===== config.mk =====
export PLATFORM = sky130hd
export DESIGN_NAME = id_ex_stage
export DESIGN_NICKNAME = d
export VERILOG_FILES = /design/src/rtl/id_ex_stage_pkg.sv /design/src/rtl/id_ex_stage_alu_ctrl_dec.sv /design/src/rtl/id_ex_stage.sv
export SDC_FILE = /design/constraint.sdc
export NUM_CORES = 1
export LEC_CHECK = 0
export BUFFER_PORTS_ARGS = -buffer_cell sky130_fd_sc_hd__buf_4
export CAP_MARGIN = 25
export CORE_UTILIZATION = 33
export DETAILED_ROUTE_END_ITERATION = 10
export GPL_TIMING_DRIVEN = 0
export HOLD_SLACK_MARGIN = 0.08
export PLACE_DENSITY = 0.72
export SETUP_SLACK_MARGIN = 0.1
export SYNTH_ARGS = -nofsm -noshare
export SYNTH_HDL_FRONTEND = slang
export SYNTH_SLANG_ARGS = --single-unit

===== constraint.sdc =====
create_clock -name i_clk -period 2.7 [get_ports i_clk]
set_input_delay 0.54 -clock i_clk [delete_from_list [all_inputs] [get_ports i_clk]]
set_output_delay 0.54 -clock i_clk [all_outputs]
set_load 0.03 [all_outputs]

===== src/rtl/id_ex_stage_pkg.sv =====
// Shared encodings for the ID/EX stage and the ALU control decoder:
// ALU control codes, ALUOp encodings and R-type funct values.
package id_ex_stage_pkg;

  localparam int DATA_W_DEF = 32;
  localparam int RA_W_DEF   = 5;

  typedef enum logic [3:0] {
    ALU_AND = 4'b0000,
    ALU_OR  = 4'b0001,
    ALU_ADD = 4'b0010,
    ALU_SUB = 4'b0110,
    ALU_SLT = 4'b0111,
    ALU_NOR = 4'b1100
  } alu_ctrl_e;

  typedef enum logic [1:0] {
    ALUOP_ADD   = 2'b00,
    ALUOP_SUB   = 2'b01,
    ALUOP_RTYPE = 2'b10,
    ALUOP_OR    = 2'b11
  } alu_op_e;

  localparam logic [5:0] FUNCT_ADD = 6'b100000;
  localparam logic [5:0] FUNCT_SUB = 6'b100010;
  localparam logic [5:0] FUNCT_AND = 6'b100100;
  localparam logic [5:0] FUNCT_OR  = 6'b100101;
  localparam logic [5:0] FUNCT_NOR = 6'b100111;
  localparam logic [5:0] FUNCT_SLT = 6'b101010;

endpackage


===== src/rtl/id_ex_stage_alu_ctrl_dec.sv =====
// Combinational ALUOp/funct to ALU control decoder, shared with the
// single-cycle datapath. Unknown R-type functs fall back to ADD and flag illegal.
module alu_ctrl_dec
  import id_ex_stage_pkg::*;
(
  input  logic [1:0] i_alu_op,
  input  logic [5:0] i_funct,
  output logic [3:0] o_alu_control,
  output logic       o_illegal
);

  // Map ALUOp and funct onto the ALU control code
  always_comb begin
    o_alu_control = ALU_ADD;
    o_illegal     = 1'b0;
    case (i_alu_op)
      ALUOP_ADD: o_alu_control = ALU_ADD;
      ALUOP_SUB: o_alu_control = ALU_SUB;
      ALUOP_OR:  o_alu_control = ALU_OR;
      ALUOP_RTYPE: begin
        case (i_funct)
          FUNCT_ADD: o_alu_control = ALU_ADD;
          FUNCT_SUB: o_alu_control = ALU_SUB;
          FUNCT_AND: o_alu_control = ALU_AND;
          FUNCT_OR:  o_alu_control = ALU_OR;
          FUNCT_NOR: o_alu_control = ALU_NOR;
          FUNCT_SLT: o_alu_control = ALU_SLT;
          default: begin
            o_alu_control = ALU_ADD;
            o_illegal     = 1'b1;
          end
        endcase
      end
      default: begin
        o_alu_control = ALU_ADD;
        o_illegal     = 1'b0;
      end
    endcase
  end

endmodule


===== src/rtl/id_ex_stage.sv =====
// ID/EX pipeline register feeding the ALU: captures decoded operands and control,
// forwards EX/MEM and MEM/WB results into the operands and flags load-use hazards.
module id_ex_stage
  import id_ex_stage_pkg::*;
#(
  parameter int DATA_W = DATA_W_DEF,
  parameter int RA_W   = RA_W_DEF
) (
  input  logic              i_clk,
  input  logic              i_rst,
  input  logic              i_stall,
  input  logic              i_flush,
  input  logic              i_valid,
  input  logic [DATA_W-1:0] i_rs_data,
  input  logic [DATA_W-1:0] i_rt_data,
  input  logic [15:0]       i_imm16,
  input  logic              i_zero_ext,
  input  logic [RA_W-1:0]   i_rs_addr,
  input  logic [RA_W-1:0]   i_rt_addr,
  input  logic [RA_W-1:0]   i_rd_addr,
  input  logic [1:0]        i_alu_op,
  input  logic [5:0]        i_funct,
  input  logic              i_alu_src,
  input  logic              i_reg_dst,
  input  logic              i_reg_write,
  input  logic              i_mem_read,
  input  logic              i_mem_write,
  input  logic              i_mem_to_reg,
  input  logic              i_exm_reg_write,
  input  logic [RA_W-1:0]   i_exm_rd,
  input  logic [DATA_W-1:0] i_exm_result,
  input  logic              i_mwb_reg_write,
  input  logic [RA_W-1:0]   i_mwb_rd,
  input  logic [DATA_W-1:0] i_mwb_result,
  output logic [DATA_W-1:0] o_op1,
  output logic [DATA_W-1:0] o_op2,
  output logic [3:0]        o_alu_control,
  output logic [DATA_W-1:0] o_store_data,
  output logic [RA_W-1:0]   o_dest,
  output logic              o_valid,
  output logic              o_reg_write,
  output logic              o_mem_read,
  output logic              o_mem_write,
  output logic              o_mem_to_reg,
  output logic              o_illegal,
  output logic              o_load_use
);

  logic [3:0]        w_dec_ctrl;
  logic              w_dec_illegal;
  logic [DATA_W-1:0] w_imm_ext;
  logic [RA_W-1:0]   w_dest;
  logic [DATA_W-1:0] w_fwd_rs;
  logic [DATA_W-1:0] w_fwd_rt;
  logic              w_exm_rs_hit;
  logic              w_exm_rt_hit;
  logic              w_mwb_rs_hit;
  logic              w_mwb_rt_hit;

  logic              r_valid;
  logic              r_reg_write;
  logic              r_mem_read;
  logic              r_mem_write;
  logic              r_mem_to_reg;
  logic              r_alu_src;
  logic              r_illegal;
  logic [3:0]        r_alu_control;
  logic [DATA_W-1:0] r_rs_data;
  logic [DATA_W-1:0] r_rt_data;
  logic [DATA_W-1:0] r_imm32;
  logic [RA_W-1:0]   r_rs_addr;
  logic [RA_W-1:0]   r_rt_addr;
  logic [RA_W-1:0]   r_dest;

  alu_ctrl_dec u_alu_ctrl_dec (
    .i_alu_op      (i_alu_op),
    .i_funct       (i_funct),
    .o_alu_control (w_dec_ctrl),
    .o_illegal     (w_dec_illegal)
  );

  assign w_imm_ext = i_zero_ext ? {{(DATA_W-16){1'b0}}, i_imm16}
                                : {{(DATA_W-16){i_imm16[15]}}, i_imm16};
  assign w_dest    = i_reg_dst ? i_rd_addr : i_rt_addr;

  // Pipeline register: reset/flush bubble, stall holds, otherwise capture decode
  always_ff @(posedge i_clk) begin
    if (i_rst || i_flush) begin
      r_valid       <= 1'b0;
      r_reg_write   <= 1'b0;
      r_mem_read    <= 1'b0;
      r_mem_write   <= 1'b0;
      r_mem_to_reg  <= 1'b0;
      r_alu_src     <= 1'b0;
      r_illegal     <= 1'b0;
      r_alu_control <= 4'b0000;
      r_rs_data     <= {DATA_W{1'b0}};
      r_rt_data     <= {DATA_W{1'b0}};
      r_imm32       <= {DATA_W{1'b0}};
      r_rs_addr     <= {RA_W{1'b0}};
      r_rt_addr     <= {RA_W{1'b0}};
      r_dest        <= {RA_W{1'b0}};
    end else if (!i_stall) begin
      r_valid       <= i_valid;
      // An empty decode slot carries data but never any control
      r_reg_write   <= i_valid & i_reg_write;
      r_mem_read    <= i_valid & i_mem_read;
      r_mem_write   <= i_valid & i_mem_write;
      r_mem_to_reg  <= i_valid & i_mem_to_reg;
      r_alu_src     <= i_valid & i_alu_src;
      r_illegal     <= i_valid & w_dec_illegal;
      r_alu_control <= i_valid ? w_dec_ctrl : 4'b0000;
      r_rs_data     <= i_rs_data;
      r_rt_data     <= i_rt_data;
      r_imm32       <= w_imm_ext;
      r_rs_addr     <= i_rs_addr;
      r_rt_addr     <= i_rt_addr;
      r_dest        <= w_dest;
    end
  end

  assign w_exm_rs_hit = i_exm_reg_write && (i_exm_rd != {RA_W{1'b0}}) && (i_exm_rd == r_rs_addr);
  assign w_exm_rt_hit = i_exm_reg_write && (i_exm_rd != {RA_W{1'b0}}) && (i_exm_rd == r_rt_addr);
  assign w_mwb_rs_hit = i_mwb_reg_write && (i_mwb_rd != {RA_W{1'b0}}) && (i_mwb_rd == r_rs_addr);
  assign w_mwb_rt_hit = i_mwb_reg_write && (i_mwb_rd != {RA_W{1'b0}}) && (i_mwb_rd == r_rt_addr);

  // Operand forwarding, EX/MEM is the younger result and wins
  always_comb begin
    w_fwd_rs = r_rs_data;
    w_fwd_rt = r_rt_data;
    if (w_exm_rs_hit) begin
      w_fwd_rs = i_exm_result;
    end else if (w_mwb_rs_hit) begin
      w_fwd_rs = i_mwb_result;
    end else begin
      w_fwd_rs = r_rs_data;
    end
    if (w_exm_rt_hit) begin
      w_fwd_rt = i_exm_result;
    end else if (w_mwb_rt_hit) begin
      w_fwd_rt = i_mwb_result;
    end else begin
      w_fwd_rt = r_rt_data;
    end
  end

  assign o_op1         = w_fwd_rs;
  assign o_op2         = r_alu_src ? r_imm32 : w_fwd_rt;
  assign o_store_data  = w_fwd_rt;
  assign o_alu_control = r_alu_control;
  assign o_dest        = r_dest;
  assign o_valid       = r_valid;
  assign o_reg_write   = r_reg_write;
  assign o_mem_read    = r_mem_read;
  assign o_mem_write   = r_mem_write;
  assign o_mem_to_reg  = r_mem_to_reg;
  assign o_illegal     = r_valid & r_illegal;
  assign o_load_use    = r_valid && r_mem_read && (r_dest != {RA_W{1'b0}}) &&
                         ((r_dest == i_rs_addr) || (r_dest == i_rt_addr));

endmodule


==> results of run 1 <==
==> synth_stat cells (all sizes together) <==
cell type  number  area [um2]
a211o           1        8.76
a211oi         32         390
a21boi         32         240
a21oi          44         220
a22oi           6        45.0
a31o            1        8.76
and2            2        15.0
and4            1        8.76
buf            31         160
clkbuf         30         113
dfxtp         107        2140
mux2i         127        1270
nand2          23        86.3
nand2b          2        12.5
nand3           3        15.0
nand3b          2        15.0
nand4           2        12.5
nor2          209         785
nor2b           4        25.0
nor3            2        10.0
nor3b           1        7.51
nor4            1        12.5
nor4b           1        8.76
o211a           1        10.0
o211ai          2        15.0
o21ai           3        15.0
o21bai          1        7.51
o31a            1        8.76
o31ai          32         240
o32a            1        10.0
or2             2        12.5
or4             5        37.5
xnor2          20         175
xor2           10        87.6
==> logic make-up after synthesis <==
logic type / share of synthesized area, %
and+or+nand+nor: 17.1
AOI/OAI and AO/OA: 19.6
muxes: 20.4
DFF: 34.4
buffers and inverters: 4.38
xor gates and xnor gates: 4.22
==> tightest hold or removal path: cells and delay by family <==
| family | cells | cell delay [ns] |
|---|---|---|
| mux | 1 | 0.05 |
| simple gates | 1 | 0.07 |
| buf+inv | 1 | 0.08 |
==> placed cells by master, fill, tap and decap left out, types with 13 or more instances in the layout <==
master and count:
a211oi_4 32, a21boi_2 14, a21oi_1 14, a21oi_2 20
buf_12 16, buf_4 210, buf_6 101, buf_8 13
clkbuf_1 21, dfxtp_1 104, mux2i_1 108, mux2i_2 17
nand2_1 22, nor2_1 164, nor2_2 33, o31ai_4 31
xnor2_1 19
==> layer usage <==
metal | vias to the layer above | global-route usage (%) | share of wire [%]
met4 | 0 | 9.77 | 2.9
met3 | 48 | 3.58 | 5.1
met5 | - | 0 | 0
li1 | 3247 | - | -
met1 | 3252 | 32.0 | 41
met2 | 259 | 44.7 | 51
==> power breakdown <==
group | internal (W) | switching, W | total [W] | leakage (nW)
combinational | 0.000609 | 0.000641 | 0.00125 | 3.90
sequential | 0.00163 | 0.0000359 | 0.00166 | 0.873
clock | 0.000839 | 0.000627 | 0.00147 | 0.155
==> worst paths after layout <==
check | startpoint | end | cells after the start
setup reg to reg | r_alu_src | r_alu_src | 4
setup / recovery | i_mwb_rd[0] | o_op2[10] | 9
hold reg to reg | o_alu_control[0] | o_alu_control[0] | 2
hold / removal | i_rs_data[15] | r_rs_data[15] | 3
==> what timing repair did <==
action / 4_1_cts / 5_1_grt
pin swaps: 66 / 26
setup endpoints to repair: 96 / 96
hold buffers: 0 / 0
gates cloned: 6 / 2
buffers inserted: 12 / 3
resized for setup: 206 / 58
==> per-stage QoR <==
step	setup TNS, ns	hold slack [ns]	instance area (um2)	worst slack [ns]
CTS	-20.48	0.402	11200	-0.349
global route	-26.67	0.412	11500	-0.401
global placement	-42.66	0.461	9720	-0.598
finish	-21.26	0.412	11500	-0.351
detailed placement	-42.77	0.467	9780	-0.639
floorplan	-1.36	0.456	7180	-0.0361
==> final cells by class <==
cell class,count,area (um2)
plain buffers,60,519
clock buffers,10,239
clock inverters,6,88.8
fillers,1478,6700
multi-input cells,574,5140
flip-flops and latches,107,2150
well taps,229,287
repair buffers,327,3090
==> results.ini, run 1 <==
[cells_and_area]
nets = 1270
biggestRegsByFlops = r_rs_data x32, r_rt_data x32, r_imm32 x17
num_antenna_cells = 0
area_growth_syn_to_layout_pct = 84.7
stdcell_count = 1313
utilization_pct = 63.2
fraction_of_layout_cells_with_a_size_suffix_above_1_pct = 52.2

[clock_tree]
bufs_on_longest_clock_path = 2
worst_setup_hold_path_clk_slew_ns = 0.08
cts_buffers = 9
cts.root.buffer_cell = clkbuf_16
cts_tree = done
h_tree_lvls = 3
worstSkewPairLatency_ns = 0.35
clock-sinks = 107

[worst_setup_path]
critPathMaxFanout = 10
setup.reg_to_reg.worst_slack_ns = 1.39
end_kind = output port
cp.buffers_inverters = 4
crit_path_start_kind = primary input
worstPathRequired_ns = 2.16
worst_path_arrival_ns = 2.51
crit_path_max_incr_delay_ns = 0.54
crit_family = compound AO/OA/AOI/OAI gates
worst-setup-path-type = in -> out
crit_path_cell_trace = buf_8, or4_4, o211a_4, and2_4, buf_12, buf_12, a211oi_4, o31ai_4, buf_6
critPathMostFrequentCell = buf_12
critPathSlowestCell = or4_4

[die]
top_level_ports = 303
fp-row-count = 49
core-area_mm2 = 0.0182
initial_core_util_pct = 34.2
die_w_um = 139
dieHeight_um = 139
die_area_mm2 = 0.0194

[power]
worst_ir_drop_vdd_mv = 0.283
power_density_mw_per_mm2 = 380
power.static_leakage_nw = 4.93
p_total_w = 0.00438

[logic_synthesis]
yosysWarningCount = 0
syn-cell-area_mm2 = 0.00623
count_of_different_cell_masters_after_synthesis = 39
synthesis.instances = 742
post_synth.cell_area_avg_um2 = 8.40
synth.net_count = 933
synth.yosys.seq_area_share_pct = 34.4
yosys_register_bits = 107

[timing]
worstMarginPinSlew_ns = 0.964
relSlewSlack_pct = 35.7
slew_viol_final = 0
final.period_utilization_pct = 113
post-route-worst-setup-slack_ns = -0.351
rsz0062_at_grt = true
timing.fmax_ghz = 0.328
fin_crit_ns = 3.05
setup_viol_count_final = 96
fin_worst_skew_ns = 0
timing.final.hold_violations = 0

[routing]
drt.antenna.violating_nets = 0
first_iter_violations = 282
detailedRoute.firstPassIterationCount = 5
drt_drc_violations_left = 0
vias_per_cell = 5.18
route.final.wire_length_um = 25600
via_count = 6806
wl_per_cell_um = 19.5

[grt]
grt_first_pass_wirelength_um = 38200
grt_start_max_net_pins = 18
grt_use_total_pct = 25.7
grt.overflow.total = 0
grt_pass1_vias = 6666
number_of_antenna_violations_at_the_first_check_in_global_routing = 0

[run]
maxCapViolCount = 0

[placement]
routabilityCongestion = 0.888
dpl.cell_count = 1275
detailed_place_hpwl_um = 19000
portBuffers = 300

[outcome]
status = finished with violations
violations = negative setup slack

[min_path]
holdCritPathClass = in -> reg

(Power assumes the default switching activity.)
==> run 2: changes to the inputs <==
--- a/config.mk
+++ b/config.mk
@@ -6,13 +6,13 @@
 export NUM_CORES = 1
 export LEC_CHECK = 0
 export BUFFER_PORTS_ARGS = -buffer_cell sky130_fd_sc_hd__buf_4
-export CAP_MARGIN = 25
 export CORE_UTILIZATION = 33
 export DETAILED_ROUTE_END_ITERATION = 10
 export GPL_TIMING_DRIVEN = 0
 export HOLD_SLACK_MARGIN = 0.08
 export PLACE_DENSITY = 0.72
 export SETUP_SLACK_MARGIN = 0.1
+export SLEW_MARGIN = 20
 export SYNTH_ARGS = -nofsm -noshare
 export SYNTH_HDL_FRONTEND = slang
 export SYNTH_SLANG_ARGS = --single-unit
==> constraint.sdc (replaced) <==
create_clock -name i_clk -period 2.7 [get_ports i_clk]
set_input_delay 0.135 -clock i_clk [delete_from_list [all_inputs] [get_ports i_clk]]
set_output_delay 0.135 -clock i_clk [all_outputs]
set_load 0.03 [all_outputs]
==> run 2 against run 1 <==
The flow now finishes without violations. Hold slack lost 0.27 ns. Sequential power about the same. Sequential cell count unchanged. Register-to-register slack better by 0.02 ns. Critical endpoint is now o_op2[18]. Die area unchanged. Clock power down 7%. Via count grew 4.2%. Combinational power down 10%.
==> results.ini, run 2 (synthesis gave the netlist of run 1 again) <==
[die]
fp-row-count = 49
dieHeight_um = 139
initial_core_util_pct = 34.2
die_area_mm2 = 0.0194
die_w_um = 139
top_level_ports = 303
core-area_mm2 = 0.0182

[cells_and_area]
utilization_pct = 55.7
final_common_cell = buf_4
final_standard_cell_area_without_fillers_mm2 = 0.0101
area_growth_syn_to_layout_pct = 62.8
nFillCells = 1667
biggestRegsByFlops = r_rs_data x32, r_rt_data x32, r_imm32 x17
num_antenna_cells = 0
nets = 1342
mostFrequentLayoutCells = buf_4, nor2_1, mux2i_1, dfxtp_1, dlygate4sd3_1
fraction_of_layout_cells_with_a_size_suffix_above_1_pct = 33.5

[routing]
drt_drc_violations_left = 0
drt.antenna.violating_nets = 0
vias_per_cell = 5.12
first_iter_violations = 402
detailedRoute.firstPassIterationCount = 5
via_count = 7091
wl_per_cell_um = 18.5
route.final.wire_length_um = 25700

[grt]
grt_pass1_vias = 7080
grt_use_total_pct = 25.9
number_of_antenna_violations_at_the_first_check_in_global_routing = 0
grt_start_max_net_pins = 19
grt.overflow.total = 0
grt_first_pass_wirelength_um = 38800

[worst_setup_path]
worst-setup-path-type = reg -> out
end_kind = output port
worst_path_arrival_ns = 2.41
worstPathRequired_ns = 2.57
crit_path_start_kind = flip-flop
critPathMaxFanout = 10

[timing]
relSlewSlack_pct = 35.6
timing.final.hold_violations = 0
timing.fmax_ghz = 0.393
fin_hold_ws_ns = 0.144
fin_worst_skew_ns = 0
slew_viol_final = 0
fin_tns_setup_ns = 0
setup_viol_count_final = 0
rsz0062_at_grt = true
worstMarginPinSlew_ns = 0.966
fin_crit_ns = 2.54
post-route-worst-setup-slack_ns = 0.155
final.period_utilization_pct = 94.3

[power]
power.static_leakage_nw = 4.56
worst_ir_drop_vdd_mv = 0.286
power_density_mw_per_mm2 = 409

[placement]
portBuffers = 300
placement.setup.worst_slack_ns = -0.0390
routabilityCongestion = 0.931
dpl_cell_area_mm2 = 0.00877
detailed_place_hpwl_um = 19200

[clock_tree]
worstSkewPairLatency_ns = 0.35
cts_buffers = 9
cts_tree = done
cts.root.buffer_cell = clkbuf_16
bufs_on_longest_clock_path = 2
worst_setup_hold_path_clk_slew_ns = 0.07
clock-sinks = 107
h_tree_lvls = 3

[outcome]
status = completed

[min_path]
holdCritPathClass = in -> reg

[run]
maxCapViolCount = 0

run 2: cell count changes in the layout (fill, tap and decap cells not counted), moves of 24 or more:
cell,delta
a211oi_2,+30
buf_6,-94
o31ai_4,-31
nor2_1,+44
a21oi_1,+28
a21boi_0,+24
a211oi_4,-32
o31ai_1,+30
dlygate4sd3_1,+98
nor2_2,-33
buf_4,+94
run 2: metrics by stage:
step	total power [W]	instances
floorplan	0.00220	742
global placement	0.00267	1271
detailed placement	0.00268	1271
CTS	0.00417	1385
global route	0.00433	1385
finish	0.00416	1385
run 2: worst paths after layout:
path	start	to	slack (ns)	depth (start not counted)
min reg2reg	o_alu_control[1]	o_alu_control[1]	0.47	2
max	r_rt_addr[4]	o_op2[18]	0.16	8
min	i_rd_addr[3]	o_dest[3]	0.14	5
max reg2reg	r_alu_src	r_alu_src	1.41	4
run 2: layout make-up:
class	count	area [um2]	area share [%]
buffer	60	317	3.12
clock buffer	9	225	2.22
clock inverter	7	76.3	0.752
multi-input combinational	574	3860	38.0
sequential	107	2140	21.1
tap	229	287	2.82
timing repair buffer	399	3240	31.9
run 2: critical path: stages, from the launching register on:
cell and delay [ns]:
dfxtp_1 0.42, xnor2_1 0.15, and4_4 0.32, and2_4 0.16, buf_6 0.14, buf_6 0.19, a211oi_2 0.10, o31ai_1 0.34
buf_4 0.23
run 2: power breakdown:
part           internal [W]  switching [W]  leakage, nW  total [W]
logic              0.000555       0.000569         3.54    0.00112
registers           0.00163      0.0000336        0.871    0.00166
clock network      0.000729       0.000643        0.148    0.00137
run 2: what timing repair did:
item                                   4_1_cts  5_1_grt
resized for setup                           17       27
setup endpoints to repair                   93       57
hold buffers                                98        0
endpoints found under the hold margin       98        0
pin swaps                                    1        0
buffers inserted                             1        0
run 2: layer usage:
| layer | wire [um] | part of all wire (%) | track usage (%) | up-vias |
|---|---|---|---|---|
| met5 | 0 | 0 | 0 | - |
| met4 | 788 | 3.1 | 10.3 | 0 |
| met3 | 1500 | 5.8 | 4.51 | 56 |
| met2 | 12400 | 48 | 44.4 | 293 |
| met1 | 10900 | 43 | 32.0 | 3329 |
| li1 | - | - | - | 3413 |
